==> src/rtl/seg_scan_display.sv <==
// Scanned 7-segment display of a one-hot DIP switch value plus a history of earlier accepted values.
// Define SEG_SCAN_DEBOUNCE_EN to debounce the synchronised switch; otherwise it is used directly.
module seg_scan_display #(
  parameter int SW_WIDTH        = 8,
  parameter int NUM_DIGITS      = 4,
  parameter int SCAN_DIV        = 50000,
  parameter int DEBOUNCE_CYCLES = 250000
) (
  input  logic                  clk,
  input  logic                  rst,
  input  logic [SW_WIDTH-1:0]   switch,
  output logic [NUM_DIGITS-1:0] ctrl,
  output logic [7:0]            segment,
  output logic                  accept_stb
);

  localparam int PW = (SCAN_DIV > 1) ? $clog2(SCAN_DIV) : 1;
  localparam int IW = (NUM_DIGITS > 1) ? $clog2(NUM_DIGITS) : 1;

  // Digit codes: 1..9 are values, 0 is an empty slot, F is the invalid-input dash.
  localparam logic [3:0] CODE_EMPTY = 4'h0;
  localparam logic [3:0] CODE_DASH  = 4'hF;

  function automatic logic [7:0] glyph(input logic [3:0] code);
    case (code)
      4'd1:      glyph = 8'b0110_0000;
      4'd2:      glyph = 8'b1101_1010;
      4'd3:      glyph = 8'b1111_0010;
      4'd4:      glyph = 8'b0110_0110;
      4'd5:      glyph = 8'b1011_0110;
      4'd6:      glyph = 8'b1011_1110;
      4'd7:      glyph = 8'b1110_0000;
      4'd8:      glyph = 8'b1111_1110;
      4'd9:      glyph = 8'b1111_0110;
      CODE_DASH: glyph = 8'b0000_0010;
      default:   glyph = 8'b0000_0000;
    endcase
  endfunction

  logic [SW_WIDTH-1:0] sync1, sync2, sw_db;

  // NOTE: state is updated with non-blocking assignments so every flop samples pre-edge values.
  always_ff @(posedge clk) begin
    if (rst) begin
      sync1 <= '0;
      sync2 <= '0;
    end else begin
      sync1 <= switch;
      sync2 <= sync1;
    end
  end

`ifdef SEG_SCAN_DEBOUNCE_EN
  localparam int DW = $clog2(DEBOUNCE_CYCLES + 1);
  logic [DW-1:0] db_cnt;

  // db_cnt counts edges at which sync2 held a value different from sw_db;
  // sync1 != sync2 means sync2 is about to change, so the run restarts.
  always_ff @(posedge clk) begin
    if (rst) begin
      db_cnt <= '0;
      sw_db  <= '0;
    end else if (sync2 == sw_db) begin
      db_cnt <= '0;
    end else if (db_cnt == DW'(DEBOUNCE_CYCLES - 1)) begin
      sw_db  <= sync2;
      db_cnt <= '0;
    end else if (sync1 != sync2) begin
      db_cnt <= '0;
    end else begin
      db_cnt <= db_cnt + 1'b1;
    end
  end
`else
  assign sw_db = sync2;
`endif

  logic [3:0] dec_val;
  logic [3:0] ones_cnt;
  logic       dec_valid;
  logic [3:0] digit0_code;

  // NOTE: every always_comb output gets a default first so no latch can be inferred.
  always_comb begin
    dec_val  = CODE_EMPTY;
    ones_cnt = '0;
    for (int k = 0; k < SW_WIDTH; k++) begin
      if (sw_db[k]) begin
        dec_val  = 4'(k + 1);
        ones_cnt = ones_cnt + 4'd1;
      end
    end
    dec_valid   = (ones_cnt == 4'd1);
    digit0_code = dec_valid ? dec_val : CODE_DASH;
  end

  logic [3:0] last;
  logic       accept;

  // sw_db only moves on a commit, so evaluating every clock is the same as evaluating on commit.
  assign accept = dec_valid && (dec_val != last);

  always_ff @(posedge clk) begin
    if (rst) begin
      last       <= CODE_EMPTY;
      accept_stb <= 1'b0;
    end else begin
      accept_stb <= accept;
      if (accept) last <= dec_val;
    end
  end

  logic [PW-1:0] pre;
  logic [IW-1:0] idx;

  always_ff @(posedge clk) begin
    if (rst) begin
      pre <= '0;
      idx <= '0;
    end else if (pre == PW'(SCAN_DIV - 1)) begin
      pre <= '0;
      idx <= (idx == IW'(NUM_DIGITS - 1)) ? '0 : idx + 1'b1;
    end else begin
      pre <= pre + 1'b1;
    end
  end

  logic [3:0] sel_code;

  generate
    if (NUM_DIGITS > 1) begin : g_hist
      logic [3:0] hist [1:NUM_DIGITS-1];

      // NOTE: the history array is reset explicitly because an empty slot must show blank after reset.
      always_ff @(posedge clk) begin
        if (rst) begin
          for (int j = 1; j < NUM_DIGITS; j++) hist[j] <= CODE_EMPTY;
        end else if (accept) begin
          hist[1] <= last;
          for (int j = 2; j < NUM_DIGITS; j++) hist[j] <= hist[j-1];
        end
      end

      always_comb begin
        sel_code = digit0_code;
        if (idx != '0 && int'(idx) < NUM_DIGITS) sel_code = hist[idx];
      end
    end else begin : g_single
      always_comb sel_code = digit0_code;
    end
  endgenerate

  // Output registers take the live digit content, so a shift shows up within one clock.
  always_ff @(posedge clk) begin
    if (rst) begin
      ctrl    <= '1;
      segment <= '0;
    end else begin
      ctrl    <= ~(NUM_DIGITS'(1) << idx);
      segment <= glyph(sel_code);
    end
  end

endmodule

==> config.mk <==
export PLATFORM = sky130hd
export DESIGN_NAME = seg_scan_display
export DESIGN_NICKNAME = d
export VERILOG_FILES = /design/src/rtl/seg_scan_display.sv
export SDC_FILE = /design/constraint.sdc
export NUM_CORES = 1
export LEC_CHECK = 0
export CORE_AREA = 3 3 77 79
export CTS_CLUSTER_DIAMETER = 30
export DETAILED_ROUTE_END_ITERATION = 6
export DIE_AREA = 0 0 80 82
export PLACE_DENSITY = 0.9
export SYNTH_ARGS = -nofsm -noshare
export SYNTH_HDL_FRONTEND = slang
export SYNTH_SLANG_ARGS = --single-unit
==> constraint.sdc <==
create_clock -name clk -period 15.5 [get_ports clk]
set_clock_uncertainty 0.1 [all_clocks]
set_input_delay 3.1 -clock clk [delete_from_list [all_inputs] [get_ports clk]]
set_output_delay 3.1 -clock clk [all_outputs]
set_load 0.03 [all_outputs]
Yosys cells after proc, flatten, opt, wreduce, memory -nomap -nowiden
Memories as Yosys holds them, arrays and structs flattened. A register that Yosys moved wholly into a read port is not among the register bits.
Cells that the tools add are included.
{ "word_totals": {"ff_bits": 51, "ramBits": 12, "rom_bits": 112, "input_bits": 10, "output_inout_bits": 13, "wordCells": 59, "mem_count": 2} }
{ "mem_list": {"columns": ["name", "depth", "word_bits", "read_ports", "rd_clocked_by_memory_dff", "write_ports", "line_no", "rtl"], "rows": [
  ["(no name shown)", 16, 7, 1, 1, 0, "25", "case (code)"],
  ["g_hist.hist", 3, 4, 3, 1, 3, "132", "logic [3:0] hist [1:NUM_DIGITS-1];"]
]} }
{ "classes": {"n_addsub": 9, "eq_ne": 4, "n_shift": 1, "muxes": 28, "bitwise": 4, "n_reduce_logical": 3} }
{ "ops": {"columns": ["cell", "count"], "rows": [
  ["4-bit 2-to-1 mux", 19],
  ["4-bit by 1-bit adder with 4-bit output (second input constant)", 7],
  ["16-bit by 1-bit adder with 16-bit output (second input constant)", 1],
  ["16-bit equality test (second input constant)", 1],
  ["1-bit 2-to-1 mux", 6],
  ["2-bit 2-to-1 mux", 3],
  ["4-bit by 1-bit equality test with 1-bit output (second input constant)", 1],
  ["4-bit != test", 1],
  ["4-bit NOT", 1],
  ["1-bit by 2-bit << shifter with 4-bit output (first input constant)", 1],
  ["1-bit bitwise OR", 3],
  ["2-bit by 1-bit adder with 2-bit output (second input constant)", 1],
  ["2-bit equality test (second input constant)", 1],
  ["2-bit nonzero test", 1],
  ["2-bit OR reduction", 1],
  ["1-bit logical AND", 1]
]} }

Longest topological paths before layout
{ "depth": {"word_depth": 21, "mapped_depth": 24, "depth_no_buf": 24} }

Worst setup path before layout
Ideal clock, no wire load.
{ "synth_timing": {"path_kind": "register to register", "startpoint": "register sync2[0] (netlist: sw_db[0])", "endpoint": "register segment[2]", "setup_time_ns": 0.071, "arrival_ns": 4.987, "t_required_ns": 15.329, "path_slack_ns": 10.342, "stages_incl_launch_ff": 23, "path_buffers": 0, "synth_period_minus_slack_ns": 5.158, "path_cell_list": "dfxtp_1 inv_1 ha_1 xnor2_2 inv_1 ha_1 mux2_2 ha_1 mux2_2 ha_1 a32o_1 or2_1 ha_1 nor2b_1 nor2_1 ha_1 a211o_1 a21oi_1 a31o_2 inv_1 ha_1 or3_1 a21oi_1"} }
{ "synth_between": {"elab_chain_cells": 18, "word_cells_on_any_way": 25, "classes_between": "add/sub: 7; eq/ne: 1; mux: 17"} }
{ "synth_lines": {"columns": ["element", "line_no", "rtl"], "rows": [
  ["start: declaration", "40", "logic [SW_WIDTH-1:0] sync1, sync2, sw_db;"],
  ["start signal: assignment", "49", "sync2 <= sync1;"],
  ["1-bit 2-to-1 mux *", "88", "if (sw_db[k]) begin"],
  ["4-bit by 1-bit adder with 4-bit output", "90", "ones_cnt = ones_cnt + 4'd1;"],
  ["4-bit 2-to-1 mux", "88", null],
  ["4-bit by 1-bit adder with 4-bit output", "90", null],
  ["4-bit 2-to-1 mux", "88", null],
  ["4-bit by 1-bit adder with 4-bit output", "90", null],
  ["4-bit 2-to-1 mux", "88", null],
  ["4-bit by 1-bit adder with 4-bit output", "90", null],
  ["[2 not listed]", null, null],
  ["4-bit 2-to-1 mux", "88", null],
  ["4-bit by 1-bit adder with 4-bit output", "90", null],
  ["4-bit 2-to-1 mux", "88", null],
  ["4-bit by 1-bit adder with 4-bit output", "90", null],
  ["4-bit 2-to-1 mux", "88", null],
  ["4-bit by 1-bit equality test with 1-bit output", "93", "dec_valid = (ones_cnt == 4'd1);"],
  ["4-bit 2-to-1 mux *", "94", "digit0_code = dec_valid ? dec_val : CODE_DASH;"],
  ["4-bit 2-to-1 mux *", "146", "if (idx != '0 && int'(idx) < NUM_DIGITS) sel_code = hist[idx];"],
  ["end: declaration", "13", "output logic [7:0] segment,"]
]} }
Every way passes the cells marked *; elsewhere a longest branch is shown, timed or not.
A chain may end at the register's enable or synchronous reset.

Worst setup path after layout
Same ends and word-level chain as after synthesis.

==> flow_summary_export.csv <==
group,metric,value,unit
outcome,status,"finished clean",
timing,fin_crit,5.609,ns
synth,yosys_register_bits,64,
synth,synth_top_cells_by_count,"52 x dfxtp_1, 37 x nor2_1, 18 x nand2_1, 17 x ha_1, 17 x nor2b_1",
layout,area_growth,13.23,%
synth,yosysMostFrequentCell,"dfxtp_1",
timing,fin_crit_sh,36.19,%
layout,fin_cells,422,
place,place_inst,406,
layout,finalNetCount,372,
drt,wl_met2,2.794,mm
cts,cts_num_sinks,64,
global_routing,grt_max_degree,39,
cts,cts_resized,0,
timing,grt_setup_unrepaired,"no",
synth,synthDistinctLibCells,55,
critical_path,worstPathRequired,15.67,ns
drt,drt_first_pass_iters,4,
cts,post_cts_buffers,0,
drt,wirelength,5.810,mm
floorplanning,num_rows,27,
synth,synth_top_area_cell,"dfxtp_1",
drt,final_antenna_net_count,0,
synth,syn_inst,329,
global_routing,overflow,0,
run,maxCapViolCount,0,
synth,ys.flop_type,"dfxtp_1",
synth,async_flop_share,0,%
critical_path,worstPathArrival,5.78,ns
timing,setup_violations,0,
cts,cts_buffer_depth,2,
power_and_ir_drop,power_density,114.2,nW/µm²
place,port_buffers,21,
timing,maxSlewViolCount,0,
synth,syn_area_per_cell,9.857,µm²
synth,syn-num-nets,356,
drt,dr_wl_met3,228,µm
place,gp_congestion,0.7733,
timing,max_freq,178.3,MHz
worst_hold_path,min_path_type,"reg2reg",
floorplanning,initial_core_util,60.00,%
place,dp_hpwl,3.967,mm
power_and_ir_drop,max-vdd-ir-drop,0.08452,mV
layout,antennaDiodeCount,0,
drt,top_layer_used,"met4",
critical_path,crit_path_start_kind,"register",
global_routing,grt_first_pass_wirelength,9.929,mm
power_and_ir_drop,combinationalPowerShare,21.4,%
power_and_ir_drop,p_int,292.6,µW
critical_path,cp_max_fo,5,
drt,drc,0,
power_and_ir_drop,pwr-share-clk,32.8,%
drt,wl_met1,2.665,mm
synth,synth_area_leaders,"dfxtp_1 32%, edfxtp_1 11%, ha_1 6.6%, nor2_1 4.3%, nor2b_1 3.3%",
cts,hold_buffers,0,
global_routing,grt_pass1_vias,2219,
synth,ys_warn_count,0,
drt,drt_iter0_markers,122,
cts,cts_tree,"yes",
floorplanning,dieArea,6560,µm²
floorplanning,die_y,82,µm
floorplanning,ioPinCount,23,
synth,synth_seq_area_share,43.21,%
global_routing,antenna_found_initial,0,
drt,num_vias,2227,
power_and_ir_drop,power.leakage,0.001426,µW
cts,root_buffer,"clkbuf_8",
synth,syn-cell-area,3243,µm²
power_and_ir_drop,switching_power,126.7,µW
drt,viasPerCell,5.277,
timing,relSlewSlack,52.97,%
critical_path,critPathKind,"reg2reg",
timing,fin_tns_setup,0,ns
layout,fillers,409,
critical_path,endpoint_kind,"register",
timing,hold_viol_final,0,
cts,cts_max_level,3,
power_and_ir_drop,p_seq_share,45.9,%
power_and_ir_drop,p_sw_share,30.22,%
synth,synth_top_area_share,32.10,%
critical_path,rrSetupSlack,9.89,ns
floorplanning,fp.dieW,80,µm
cts,cts.clk_slew.worst_paths,0.08,ns
synth,synth_edf_count,12,
layout,drive_above_1_share,9.429,%
timing,worst_pin_slew,0.6990,ns
drt,wl_per_cell,13.77,µm
floorplanning,core_area,5405,µm²
cts,cts_made_buffers,9,
cts,insertion_delay,0.35,ns
global_routing,grt_use_total,19.48,%
metrics by stage:
stage | setup slack (ns) | utilization [%] | cell area (µm²) | total power, µW | hold WS, ns
finish | 9.891 | 67.94 | 3672 | 419.3 | 0.3375
global placement | 10.23 | 64.28 | 3475 | 280.1 | 0.3177
global route | 9.627 | 67.94 | 3672 | 440.3 | 0.3528
floorplan | 10.34 | - | 3243 | 260.8 | 0.3138
detailed placement | 9.990 | 64.28 | 3475 | 283.4 | 0.3212
CTS | 9.881 | 67.94 | 3672 | 421.4 | 0.3388
power groups by stage:
stage | sequential, µW | clock, µW | combinational [µW]
after global routing | 194 | 147 | 98.9
after CTS | 192 | 139 | 89.9
after detailed placement | 196 | 0 | 87.3
after global placement | 195 | 0 | 85.1
final | 192 | 137 | 89.6
after floorplan | 202 | 0 | 58.8
metal layers:
metal / vias up / global-route usage [%]
met1: 1038 / 24.43
li1: 1135 / -
met3: 16 / 6.031
met2: 38 / 31.37
met5: - / 0
met4: 0 / 7.770
worst max-delay path: stages, from the launching register on:
cell,delay [ns]
dfxtp_1,0.36
inv_1,0.06
ha_1,0.39
xnor2_2,0.28
inv_1,0.07
ha_1,0.30
mux2_2,0.28
ha_1,0.30
mux2_2,0.27
ha_1,0.27
a32o_1,0.23
or2_1,0.26
ha_1,0.29
nor2b_1,0.16
nor2_1,0.07
ha_1,0.28
a211o_1,0.29
a21oi_1,0.19
a31o_2,0.24
inv_1,0.10
ha_1,0.21
or3_1,0.37
a21oi_1,0.16
final timing paths:
kind | from | to | depth (start not counted)
setup reg to reg | sw_db[0] | segment[2] | 22
setup / recovery | sw_db[0] | segment[2] | 22
hold reg to reg | sync1[6] | sw_db[6] | 1
hold / removal | sync1[6] | sw_db[6] | 1
state kept, by name (all words and copies together) (netlist names), named ones only:
register     count
accept_stb       1
ctrl             4
g_hist.hist     12
idx              2
last             4
pre             16
segment          7
sw_db            8
sync1            8
cell families after synthesis:
group,share of synthesized area [%]
xor gates and xnor gates,10.22
and+or+nand+nor,22.22
other,0.1156
DFF,43.21
AOI/OAI and AO/OA,9.530
adders and majority gates,6.559
buffers and inverters,4.205
muxes,3.935
cell usage in the layout, fill, tap and decap left out, types with 2 or more instances in the layout:
master / netlist / routed
dfxtp_1: 52 / 52
nor2_1: 37 / 37
clkdlybuf4s50_1: 0 / 21
nand2_1: 18 / 18
nor2b_1: 17 / 17
ha_1: 17 / 17
inv_1: 16 / 16
and2_1: 15 / 15
a21oi_1: 15 / 15
xor2_1: 12 / 12
edfxtp_1: 12 / 12
xnor2_1: 10 / 10
mux2i_1: 9 / 9
nand3_1: 9 / 9
nand2b_1: 9 / 9
clkbuf_8: 0 / 9
xnor3_1: 4 / 4
nor3_1: 4 / 4
nand4_1: 4 / 4
o32ai_1: 4 / 4
o21ai_0: 4 / 4
or3_1: 4 / 4
or2_1: 3 / 3
nor4b_1: 3 / 3
clkinvlp_4: 0 / 3
or2_0: 2 / 2
mux2_2: 2 / 2
xnor2_2: 2 / 2
a31o_2: 2 / 2
and3_1: 2 / 2
inv_6: 0 / 2
layout make-up:
class,count,area (µm²),share of cell area [%]
timing repair buffer,22,217.7,5.928
sequential,64,1401,38.16
clock inverter,6,48.80,1.329
tap,72,90.09,2.453
inverter,16,60.06,1.635
multi-input combinational,232,1705,46.44
clock buffer,10,148.9,4.055
(Power assumes the default switching activity.)
